$ cat src/rtl/tmds_timing_param.sv
// TMDS receive timing recovery: active window, pixel/line counters, FIFO slice index,
// plus measured line/frame totals with a stability (lock) indicator.
module tmds_timing_param #(
    parameter int CW          = 11,
    parameter int IDX_W       = 12,
    parameter int H_START     = 219,
    parameter int H_ACTIVE    = 1280,
    parameter int V_START     = 19,
    parameter int V_ACTIVE    = 720,
    parameter int SLICE       = 640,
    parameter int LOCK_FRAMES = 3
) (
    input  logic             rx0_pclk,
    input  logic             rstbtn_n,
    input  logic             rx0_hsync,
    input  logic             rx0_vsync,
    input  logic             hs_pol,
    input  logic             vs_pol,
    output logic             video_en,
    output logic [CW-1:0]    video_hcnt,
    output logic [CW-1:0]    video_vcnt,
    output logic [IDX_W-1:0] index,
    output logic             frame_start,
    output logic [CW-1:0]    h_total,
    output logic [CW-1:0]    v_total,
    output logic             locked
);

    localparam int SW = (SLICE > 1) ? $clog2(SLICE) : 1;
    localparam int MW = (LOCK_FRAMES > 0) ? $clog2(LOCK_FRAMES + 1) : 1;

    localparam logic [CW-1:0] CMAX   = '1;
    localparam logic [CW-1:0] H_ON   = CW'(H_START);
    localparam logic [CW-1:0] H_OFF  = CW'(H_START + H_ACTIVE);
    localparam logic [CW-1:0] V_ON   = CW'(V_START);
    localparam logic [CW-1:0] V_OFF  = CW'(V_START + V_ACTIVE);
    localparam logic [SW-1:0] S_LAST = SW'(SLICE - 1);
    localparam logic [MW-1:0] M_MAX  = MW'(LOCK_FRAMES);

    logic          hs, vs, hs_d, vs_d, hs_rise, vs_rise;
    logic [CW-1:0] hcounter, vcounter;
    logic          hactive, vactive;
    logic [SW-1:0] slice_cnt;
    logic [CW-1:0] line_len, line_cnt;
    logic [CW-1:0] h_new, v_new;
    logic          h_chg, sat_now, frame_bad, frame_ok;
    logic [MW-1:0] match_cnt;

    assign hs      = ~(rx0_hsync ^ hs_pol);
    assign vs      = ~(rx0_vsync ^ vs_pol);
    assign hs_rise = hs & ~hs_d;
    assign vs_rise = vs & ~vs_d;

    assign video_en = hactive & vactive;
    assign locked   = (match_cnt == M_MAX);

    // A line ending on this hs_rise also counts toward a frame ending on the same cycle
    assign h_new    = (line_len == CMAX) ? CMAX : line_len + 1'b1;
    assign v_new    = (hs_rise && line_cnt != CMAX) ? line_cnt + 1'b1 : line_cnt;
    assign h_chg    = hs_rise && (h_new != h_total);
    assign sat_now  = (line_len == CMAX) || (line_cnt == CMAX);
    assign frame_ok = !(frame_bad || h_chg || sat_now) && (v_new == v_total);

    // Sync edge detection and saturating raster counters
    always_ff @(posedge rx0_pclk or posedge rstbtn_n) begin
        if (rstbtn_n) begin
            hs_d        <= 1'b0;
            vs_d        <= 1'b0;
            hcounter    <= '0;
            vcounter    <= '0;
            frame_start <= 1'b0;
        end else begin
            hs_d        <= hs;
            vs_d        <= vs;
            frame_start <= vs_rise;
            if (hs)
                hcounter <= '0;
            else if (hcounter != CMAX)
                hcounter <= hcounter + 1'b1;
            if (vs)
                vcounter <= '0;
            else if (hs_rise && vcounter != CMAX)
                vcounter <= vcounter + 1'b1;
        end
    end

    // Active window flags and pixel/line numbering inside the window
    always_ff @(posedge rx0_pclk or posedge rstbtn_n) begin
        if (rstbtn_n) begin
            hactive    <= 1'b0;
            vactive    <= 1'b0;
            video_hcnt <= '0;
            video_vcnt <= '0;
        end else begin
            if (hcounter == H_OFF)
                hactive <= 1'b0;
            else if (hcounter == H_ON)
                hactive <= 1'b1;
            if (vcounter == V_OFF)
                vactive <= 1'b0;
            else if (vcounter == V_ON)
                vactive <= 1'b1;
            video_hcnt <= video_en ? video_hcnt + 1'b1 : '0;
            if (!vactive)
                video_vcnt <= '0;
            else if (hs_rise)
                video_vcnt <= video_vcnt + 1'b1;
        end
    end

    // FIFO slice index: restarts on the first active line, steps once per slice
    always_ff @(posedge rx0_pclk or posedge rstbtn_n) begin
        if (rstbtn_n) begin
            slice_cnt <= '0;
            index     <= '0;
        end else begin
            if (!hactive)
                slice_cnt <= '0;
            else
                slice_cnt <= (slice_cnt == S_LAST) ? '0 : slice_cnt + 1'b1;
            if (hcounter == H_ON)
                index <= (video_vcnt == '0) ? '0 : index + 1'b1;
            else if (hactive && slice_cnt == S_LAST && hcounter != H_OFF)
                index <= index + 1'b1;
        end
    end

    // Line/frame length measurement and lock qualification on each frame boundary
    always_ff @(posedge rx0_pclk or posedge rstbtn_n) begin
        if (rstbtn_n) begin
            line_len  <= '0;
            line_cnt  <= '0;
            h_total   <= '0;
            v_total   <= '0;
            frame_bad <= 1'b0;
            match_cnt <= '0;
        end else begin
            if (hs_rise) begin
                h_total  <= h_new;
                line_len <= '0;
            end else if (line_len != CMAX) begin
                line_len <= line_len + 1'b1;
            end
            if (vs_rise) begin
                v_total   <= v_new;
                line_cnt  <= '0;
                frame_bad <= 1'b0;
                if (!frame_ok)
                    match_cnt <= '0;
                else if (match_cnt != M_MAX)
                    match_cnt <= match_cnt + 1'b1;
            end else begin
                line_cnt  <= v_new;
                frame_bad <= frame_bad | h_chg | sat_now;
            end
        end
    end

endmodule

$ cat config.mk
export PLATFORM = sky130hd
export DESIGN_NAME = tmds_timing_param
export DESIGN_NICKNAME = d
export VERILOG_FILES = /design/src/rtl/tmds_timing_param.sv
export SDC_FILE = /design/constraint.sdc
export NUM_CORES = 1
export LEC_CHECK = 0
export CAP_MARGIN = 20
export CORE_MARGIN = 2
export CORE_UTILIZATION = 50
export DETAILED_ROUTE_END_ITERATION = 10
export PLACE_DENSITY = 0.84
export SYNTH_ARGS = -nofsm -noshare
export SYNTH_HDL_FRONTEND = slang
export SYNTH_SLANG_ARGS = --single-unit
export TNS_END_PERCENT = 10
$ cat constraint.sdc
create_clock -name rx0_pclk -period 3.5 [get_ports rx0_pclk]
set_clock_uncertainty 0.1 [all_clocks]
set_input_delay 0.525 -clock rx0_pclk [delete_from_list [all_inputs] [get_ports rx0_pclk]]
set_output_delay 0.525 -clock rx0_pclk [all_outputs]
set_load 0.01 [all_outputs]
## Word level (Yosys, flattened, before mapping)

Cells that the tools add are included.

- Add/subtract/negate cells: 9
- Eq/ne operators: 20
- Multiplexer cells: 24
- Bitwise gates (word level): 11
- Reduce and logical (&&, ||, !) cells: 16

Operators with widths:

| operator | number |
|---|---|
| 11-bit 2-to-1 mux | 12 |
| 11-bit by 1-bit adder with 11-bit output, second input constant | 6 |
| 11-bit inequality test, second input constant | 5 |
| 12-bit 2-to-1 mux | 3 |
| 11-bit == test, second input constant | 3 |
| 10-bit 2-to-1 mux | 2 |
| 12-bit by 1-bit adder with 12-bit output, second input constant | 1 |
| 11-bit by 10-bit == test with 1-bit output, second input constant | 1 |
| 11-bit == test | 1 |
| 11-bit by 5-bit == test with 1-bit output, second input constant | 1 |
| 11-bit by 8-bit == test with 1-bit output, second input constant | 1 |
| 11-bit logical NOT | 1 |
| 11-bit inequality test | 1 |
| 10-bit by 1-bit adder with 10-bit output, second input constant | 1 |
| 10-bit == test, second input constant | 1 |
| 2-bit nonzero test | 4 |
| 1-bit logical AND | 6 |
| 2-bit by 1-bit inequality test with 1-bit output, second input constant | 3 |
| 1-bit 2-to-1 mux | 5 |
| 2-bit 2-to-1 mux | 2 |
| 2-bit inequality test, second input constant | 2 |
| 1-bit NOT | 4 |
| 1-bit bitwise AND | 3 |
| 1-bit logical OR | 3 |
| other kinds (6) | 8 |

- Register bits: 118
- Input bits: 6
- Output and inout port bits: 59
- Word-level logic and storage cells: 97

## Logic depth before layout (Yosys ltp)

Gate-level depths: netlist of the first run.

- Word-level depth: 10
- Gate-level depth with buffers: 10
- Mapped depth without buffers: 9

## Worst setup path before layout of the first run

No wires, ideal clock.

- Path type: register to register
- Start point: reg line_len[0]
- End point: reg match_cnt[1]
- Library setup time: 0.082 ns
- Arrival time: 2.381 ns
- Required time: 3.318 ns
- Path slack: 0.936 ns
- Stages on the path, launching flop included: 10
- Buffers on the path: 1
- Period minus slack after synthesis: 2.564 ns
- Cell sequence: dfrtp_1 ha_1 and4_1 buf_4 o21a_2 xnor2_1 or3_4 o41ai_4 a41oi_1 o22ai_1

- Word-level cells in the longest chain between the ends: 10
- Elaborated cells on any way between the ends: 13
- Classes of those cells: add/sub: 1; eq/ne: 3; mux: 2; reduce/logical: 7

RTL lines:

| what | RTL line | RTL |
|---|---|---|
| start: declaration | 44 | `logic [CW-1:0] line_len, line_cnt;` |
| start signal: assignment | 142 | `line_len <= line_len + 1'b1;` |
| 11-bit by 1-bit adder with 11-bit output / 11-bit == test (equally long branches) | 58, 61 |  |
| 11-bit 2-to-1 mux | 58 | `assign h_new = (line_len == CMAX) ? CMAX : line_len + 1'b1;` |
| 11-bit inequality test | 60 | `assign h_chg = hs_rise && (h_new != h_total);` |
| 1-bit logical AND | 60 |  |
| 1-bit logical OR | 62 | `assign frame_ok = !(frame_bad \|\| h_chg \|\| sat_now) && (v_new == v_total);` |
| 1-bit logical OR * | 62 |  |
| 1-bit logical NOT * | 62 |  |
| 1-bit logical AND * | 62 |  |
| 2-bit by 1-bit inequality test with 1-bit output (no source line) | -- |  |
| 2-bit AND reduction (no source line) | -- |  |
| end signal: assignment | 151 | `match_cnt <= match_cnt + 1'b1;` |
| end: declaration | 47 | `logic [MW-1:0] match_cnt;` |

Mark *: on every way between the ends. The rest lies on a longest branch, timed or not.
A chain may end at the register's enable or synchronous reset.

## Worst setup path after layout of the first run

Same ends and word-level chain as after synthesis.

==> impl_metrics.csv, run 1 <==
group,metric,value,unit
sta,clock.fmax,0.336,GHz
pwr,combinationalPowerShare,15.8,%
global_routing,globalRouteOverflowTotal,0,
sta,fin_crit,2970,ps
clocking,cts_tree,"done",
sta,setup_viol,0,
die,pin_count,65,
sta,worst_pin_slew,631,ps
clocking,path_clk_slew,50,ps
placed_design,hpwl,8600,µm
setup_path,arrival,3210,ps
clocking,cts_root_buffer,"clkbuf_16",
sta,fin_ws,528,ps
final_layout,area_growth,24.4,%
die,start_util,51.6,%
setup_path,crit_type,"reg -> reg",
sta,fin_crit_sh,84.9,%
die,die_h,113,µm
logic_synthesis,synth-seq-cells,118,
setup_path,critPathRequiredTime,3740,ps
drt,drtIter0Drc,374,
placed_design,pre_cts_ws,216,ps
clocking,clock_latency,420,ps
sta,slew_headroom,57.6,%
job,drv_cap,0,
drt,dr_total_vias,4703,
final_layout,layout-drive-gt1-share,8.09,%
pwr,power_switching,0.00111,W
clocking,cts_setup_buffers,0,
drt,wl_per_cell,15.6,µm
drt,finalWirelength,13100,µm
global_routing,antenna_found_initial,0,
pwr,clockPowerShare,45.0,%
final_layout,diodes,0,
final_layout,fill_cells,842,
placed_design,gp_congestion,0.896,
placed_design,placedCellCount,802,
pwr,ir_worst_vdd,424,µV
pwr,seq_power_share,39.2,%
hold_path,hold_path_startpoint,"video_hcnt[0]",
sta,hold_viol_final,0,
global_routing,grt_pass1_vias,4627,
clocking,cts_buffers,17,
pwr,power.internal,0.00306,W
logic_synthesis,yosys_warnings,0,
drt,ant_nets,0,
setup_path,critical_path.slowest_cell,"o41ai_4",
die,core-area,11500,µm²
setup_path,endpoint_kind,"register",
setup_path,worst_path_largest_cell_delay,450,ps
clocking,cts.sinks,118,
placed_design,place.port_buffers,64,
sta,setup_tns,0,ps
setup_path,crit_start,"line_len[0]",
die,row_count,39,
pwr,power.share.switching,26.5,%
sta,grt_setup_unrepaired,"false",
clocking,cts_max_path_buffers,2,
logic_synthesis,synth_cell_type_count,52,
sta,whs,385,ps
global_routing,grt_start_max_net_pins,119,
global_routing,track_usage,21.9,%
clocking,cts_max_level,4,
clocking,post_cts_resized,0,
sta,slew_viol_final,0,
setup_path,crit_chain,"ha_1 -> and4_1 -> nand4_2 -> o21a_2 -> xnor2_1 -> or3_4 -> o41ai_4 -> a41oi_1 -> o22ai_1",
clocking,hold_buffers,0,
placed_design,place_area,6750,µm²
die,die_area,12800,µm²
final_layout,fin_area,7400,µm²
setup_path,r2r_setup_slack,530,ps
setup_path,startpoint_type,"register",
run_status,violations,"design-rule violations",
setup_path,cp_max_fo,6,
global_routing,grt_pass1_wl,22500,µm
logic_synthesis,synth_area_per_cell,9.81,µm²
logic_synthesis,synthCells,606,
pwr,power_density,564,nW/µm²
run_status,status,"complete, but fails checks",
final_layout,fin_cells,835,
final_layout,final_nets,695,
logic_synthesis,yosysSeqAreaShare,49.7,%
logic_synthesis,synthesis.area,5950,µm²
drt,drc_errors,7,
setup_path,r2r-start,"line_len[0]",
drt,vias_per_cell,5.63,
drt,first_pass_iters,7,
die,die_w,113,µm
hold_path,hp-class,"reg -> reg",
logic_synthesis,synth_fp_nets,622,
pwr,p_leak,3.20,nW
==> layout by cell type, fill, tap and decap left out, types with 14 or more instances in the layout <==
cell type / Yosys / final
clkbuf_16: 0 / 17
o21ai_0: 38 / 38
xor2_1: 35 / 35
inv_1: 15 / 14
a21oi_1: 17 / 17
and3_1: 21 / 21
xnor2_1: 45 / 45
and2_1: 17 / 17
dfrtp_1: 118 / 118
nor2_1: 84 / 84
clkdlybuf4s50_1: 0 / 64
nand3_1: 31 / 31
nand4_1: 14 / 14
nand2_1: 56 / 56
==> final cells by class <==
type                       count  area (µm²)  share of cell area (%)
timing repair buffer          70         698                    9.44
clock inverter                14         208                    2.81
multi-input combinational    456        2870                    38.8
inverter                      16        63.8                   0.863
tap                          143         179                    2.42
clock buffer                  18         429                    5.80
sequential                   118        2950                    39.9
==> cell usage after synthesis, drive strengths merged <==
cell type	n	area share (%)
or4b	1	0.17
nand2	56	3.5
a41oi	2	0.29
nor3	11	1.1
nor4	13	1.6
o21ai	41	3.5
o211ai	2	0.25
nand3	32	2.8
o22ai	2	0.32
o311a	1	0.36
and4	6	0.88
buf	4	0.38
o31ai	1	0.13
clkbuf	12	0.76
mux2	2	0.38
o2111a	1	0.19
nand3b	1	0.13
o41ai	2	0.61
nand2b	4	0.42
xor2	37	5.7
nor2	84	5.3
nor2b	2	0.21
a21oi	17	1.4
mux2i	7	1.2
nor3b	3	0.38
or3	7	0.82
dfrtp	118	50
o2111ai	2	0.29
o21a	1	0.15
xor3	1	0.40
a21boi	2	0.25
inv	16	1.0
nand4	17	2.1
and2	17	1.8
xnor2	45	6.6
ha	10	2.1
a31oi	5	0.53
and3	21	2.2
==> per-layer routing <==
layer | part of all wire (%) | GRT usage, % | up-vias
li1 | - | - | 2239
met1 | 44 | 28.7 | 2314
met2 | 49 | 34.7 | 126
met3 | 5.0 | 5.52 | 24
met4 | 1.9 | 9.27 | 0
met5 | 0 | 0 | -
==> sequential cells by signal, indices dropped and copies added (netlist names), 2 cells and up <==
signal / count
vcounter: 11
line_cnt: 11
line_len: 11
v_total: 11
match_cnt: 2
video_vcnt: 11
index: 12
slice_cnt: 10
video_hcnt: 11
h_total: 11
hcounter: 11
==> metrics by stage <==
stage	util (%)	power (W)
floorplan	-	0.00209
global placement	58.6	0.00227
detailed placement	58.6	0.00230
CTS	64.2	0.00419
global route	64.2	0.00435
finish	64.2	0.00417
==> cells by family after synthesis <==
group,synth area share [%]
xor+xnor,12.7
fa+ha+maj,2.10
buf+inv,2.15
mux,1.62
compound gates,8.31
flops,49.7
simple gates,23.4
==> worst max-delay path, delay by kind of cell (launching register included) <==
| kind | cells | cell delay [ps] |
|---|---|---|
| xor gates and xnor gates | 1 | 140 |
| and+or+nand+nor | 3 | 950 |
| DFF | 1 | 390 |
| adders and majority gates | 1 | 240 |
| AOI/OAI and AO/OA | 4 | 1070 |
==> power by group through the flow <==
stage / combinational (W) / sequential [W] / clock, W
CTS: 0.000662 / 0.00163 / 0.00190
finish: 0.000658 / 0.00163 / 0.00188
global route: 0.000728 / 0.00165 / 0.00197
global placement: 0.000623 / 0.00164 / 0
floorplan: 0.000447 / 0.00164 / 0
detailed placement: 0.000644 / 0.00165 / 0
==> final timing paths <==
check,cells after the start,end
hold reg to reg,1,video_hcnt[0]
max in group asynchronous,3,line_cnt[9]
setup / recovery,9,match_cnt[1]
setup reg to reg,9,match_cnt[1]
hold / removal,1,video_hcnt[0]
min in group asynchronous,3,index[10]
Note: power is estimated with default switching activity, not from simulation.
==> inputs of run 2 (changes only) <==
- clock period: 3.5 -> 2.66 ns (I/O delays scaled with it)
==> impl_metrics.csv, run 2 (synthesis gave the netlist of run 1 again) <==
group,metric,value,unit
die,die_w,113,µm
final_layout,final_cell_mix,"118 x dfrtp_1, 81 x nor2_1, 64 x clkdlybuf4s50_1",
sta,fin_crit,2680,ps
setup_path,critical_path.slowest_cell,"dfrtp_1",
setup_path,critPathRequiredTime,2900,ps
die,pin_count,65,
global_routing,antenna_found_initial,0,
final_layout,layout-drive-gt1-share,13.8,%
clocking,path_clk_slew,50,ps
final_layout,fin_util,66.8,%
global_routing,globalRouteOverflowTotal,0,
global_routing,grt_use_met3,5.20,%
sta,slew_headroom,53.4,%
clocking,cts_max_path_buffers,2,
setup_path,worst-path-stages,10,
setup_path,cp_max_fo,3,
final_layout,diodes,0,
die,die_area,12800,µm²
drt,drc_errors,7,
clocking,cts_root_buffer,"clkbuf_16",
final_layout,final_common_cell,"dfrtp_1",
clocking,cts_buffers,17,
final_layout,final_nets,727,
hold_path,hp-class,"in -> async",
drt,first_pass_iters,8,
pwr,p_leak,3.36,nW
die,start_util,51.6,%
setup_path,cp_top_family,"compound AO/OA/AOI/OAI gates",
sta,clock.fmax,0.374,GHz
final_layout,largest_register_ffs,12,
die,row_count,39,
job,drv_cap,0,
clocking,hold_buffers,0,
drt,ant_nets,0,
run_status,status,"complete, but fails checks",
sta,grt_setup_unrepaired,"true",
die,die_h,113,µm
drt,drtIter0Drc,408,
placed_design,hpwl,9240,µm
setup_path,crit_start,"line_len[1]",
global_routing,grt_start_max_net_pins,51,
sta,hold_viol_final,0,
final_layout,area_growth,29.3,%
setup_path,arrival,2910,ps
sta,fin_crit_sh,101,%
clocking,cts.sinks,118,
global_routing,track_usage,22.7,%
sta,fin_ws,-17.3,ps
placed_design,place.port_buffers,64,
pwr,ir_worst_vdd,469,µV
setup_path,startpoint_type,"register",
clocking,clock_latency,420,ps
global_routing,grt_pass1_vias,4861,
setup_path,worst_path_largest_cell_delay,380,ps
drt,vias_per_cell,5.65,
clocking,cts_tree,"done",
pwr,power_density,706,nW/µm²
setup_path,r2r_setup_slack,-20,ps
clocking,cts_max_level,4,
drt,finalWirelength,13700,µm
sta,setup_viol,1,
setup_path,crit_type,"reg -> reg",
run_status,violations,"design-rule violations, negative setup slack",
setup_path,path_buf_inv,1,
die,core-area,11500,µm²
final_layout,regMostFlops,"index",
global_routing,grt.busiest_layer,"met2",
sta,slew_viol_final,0,
sta,worst_pin_slew,698,ps
sta,whs,339,ps
setup_path,reg2regPathDepth,10,
setup_path,crit_chain,"ha_2 -> buf_6 -> nand4_1 -> nor2_2 -> o21ai_2 -> xnor2_1 -> or3_4 -> o41ai_4 -> a41oi_2 -> o22ai_1",
placed_design,gp_congestion,0.889,
drt,dr_total_vias,4896,
setup_path,r2r-start,"line_len[1]",
setup_path,timing.rr.end,"match_cnt[1]",
global_routing,grt_pass1_wl,23200,µm
drt,wl_per_cell,15.8,µm
sta,setup_tns,-17.3,ps
global_routing,grt_use_met2,37.9,%
global_routing,grt_use_met1,28.6,%
setup_path,endpoint_kind,"register",
## run 2: cell count changes in the layout (fill, tap and decap cells not counted), moves of 2 or more
cell,change
nor2_2,+3
clkbuf_1,+3
nor2_1,-3
ha_1,-2
nor4_1,-3
clkinvlp_4,-3
bufinv_16,-2
nor4_2,+3
buf_6,+2
clkbuf_8,+2
buf_4,+29
ha_2,+2
## run 2: worst reg2reg max path, delay by kind of cell (launching register included)
family                   cells  cell delay [ps]
AO/OA/AOI/OAI                4              870
AND/OR/NAND/NOR              3              790
flip-flops                   1              380
adder cells (fa/ha/maj)      1              220
XOR/XNOR                     1              130
buffers and inverters        1              110
## run 2: final cells by class
cell class | count | area [µm²]
Inverter | 16 | 63.8
Sequential cell | 118 | 2950
Fill cell | 861 | 3820
Tap cell | 143 | 179
Timing Repair Buffer | 102 | 958
Clock inverter | 9 | 125
Clock buffer | 23 | 468
Multi-Input combinational cell | 456 | 2950
## run 2: timing repair
| action | CTS | global route |
|---|---|---|
| gates resized for setup | 2 | 18 |
| setup endpoints to repair | 2 | 8 |
| pin swaps | 1 | 5 |
| setup buffers | 0 | 2 |
## run 2: stage by stage
step / std cells / total power [W] / setup WS, ps / area (µm²)
after floorplan: 606 / 0.00274 / 96.3 / 5950
after global placement: 833 / 0.00305 / -240 / 7000
after detailed placement: 833 / 0.00310 / -378 / 7000
after CTS: 865 / 0.00542 / 3.08 / 7590
after global routing: 867 / 0.00569 / -151 / 7690
final: 867 / 0.00543 / -17.3 / 7690
## run 2: metal layers
metal  wire length (µm)  up-vias
met5                  0        -
met4                257        0
met3                639       25
met2               6890      140
met1               5910     2424
li1                   -     2307
## run 2: how the worst max path moves through the flow
stage                   end
6_report       match_cnt[1]
5_1_grt        match_cnt[1]
4_1_cts        match_cnt[1]
3_5_place_dp   match_cnt[1]
3_3_place_gp   match_cnt[1]
2_1_floorplan  match_cnt[1]
## run 2: power by group
group | internal [W] | switching [W]
clock | 0.00151 | 0.000787
combinational | 0.000487 | 0.000515
sequential | 0.00197 | 0.000160
total | 0.00397 | 0.00146
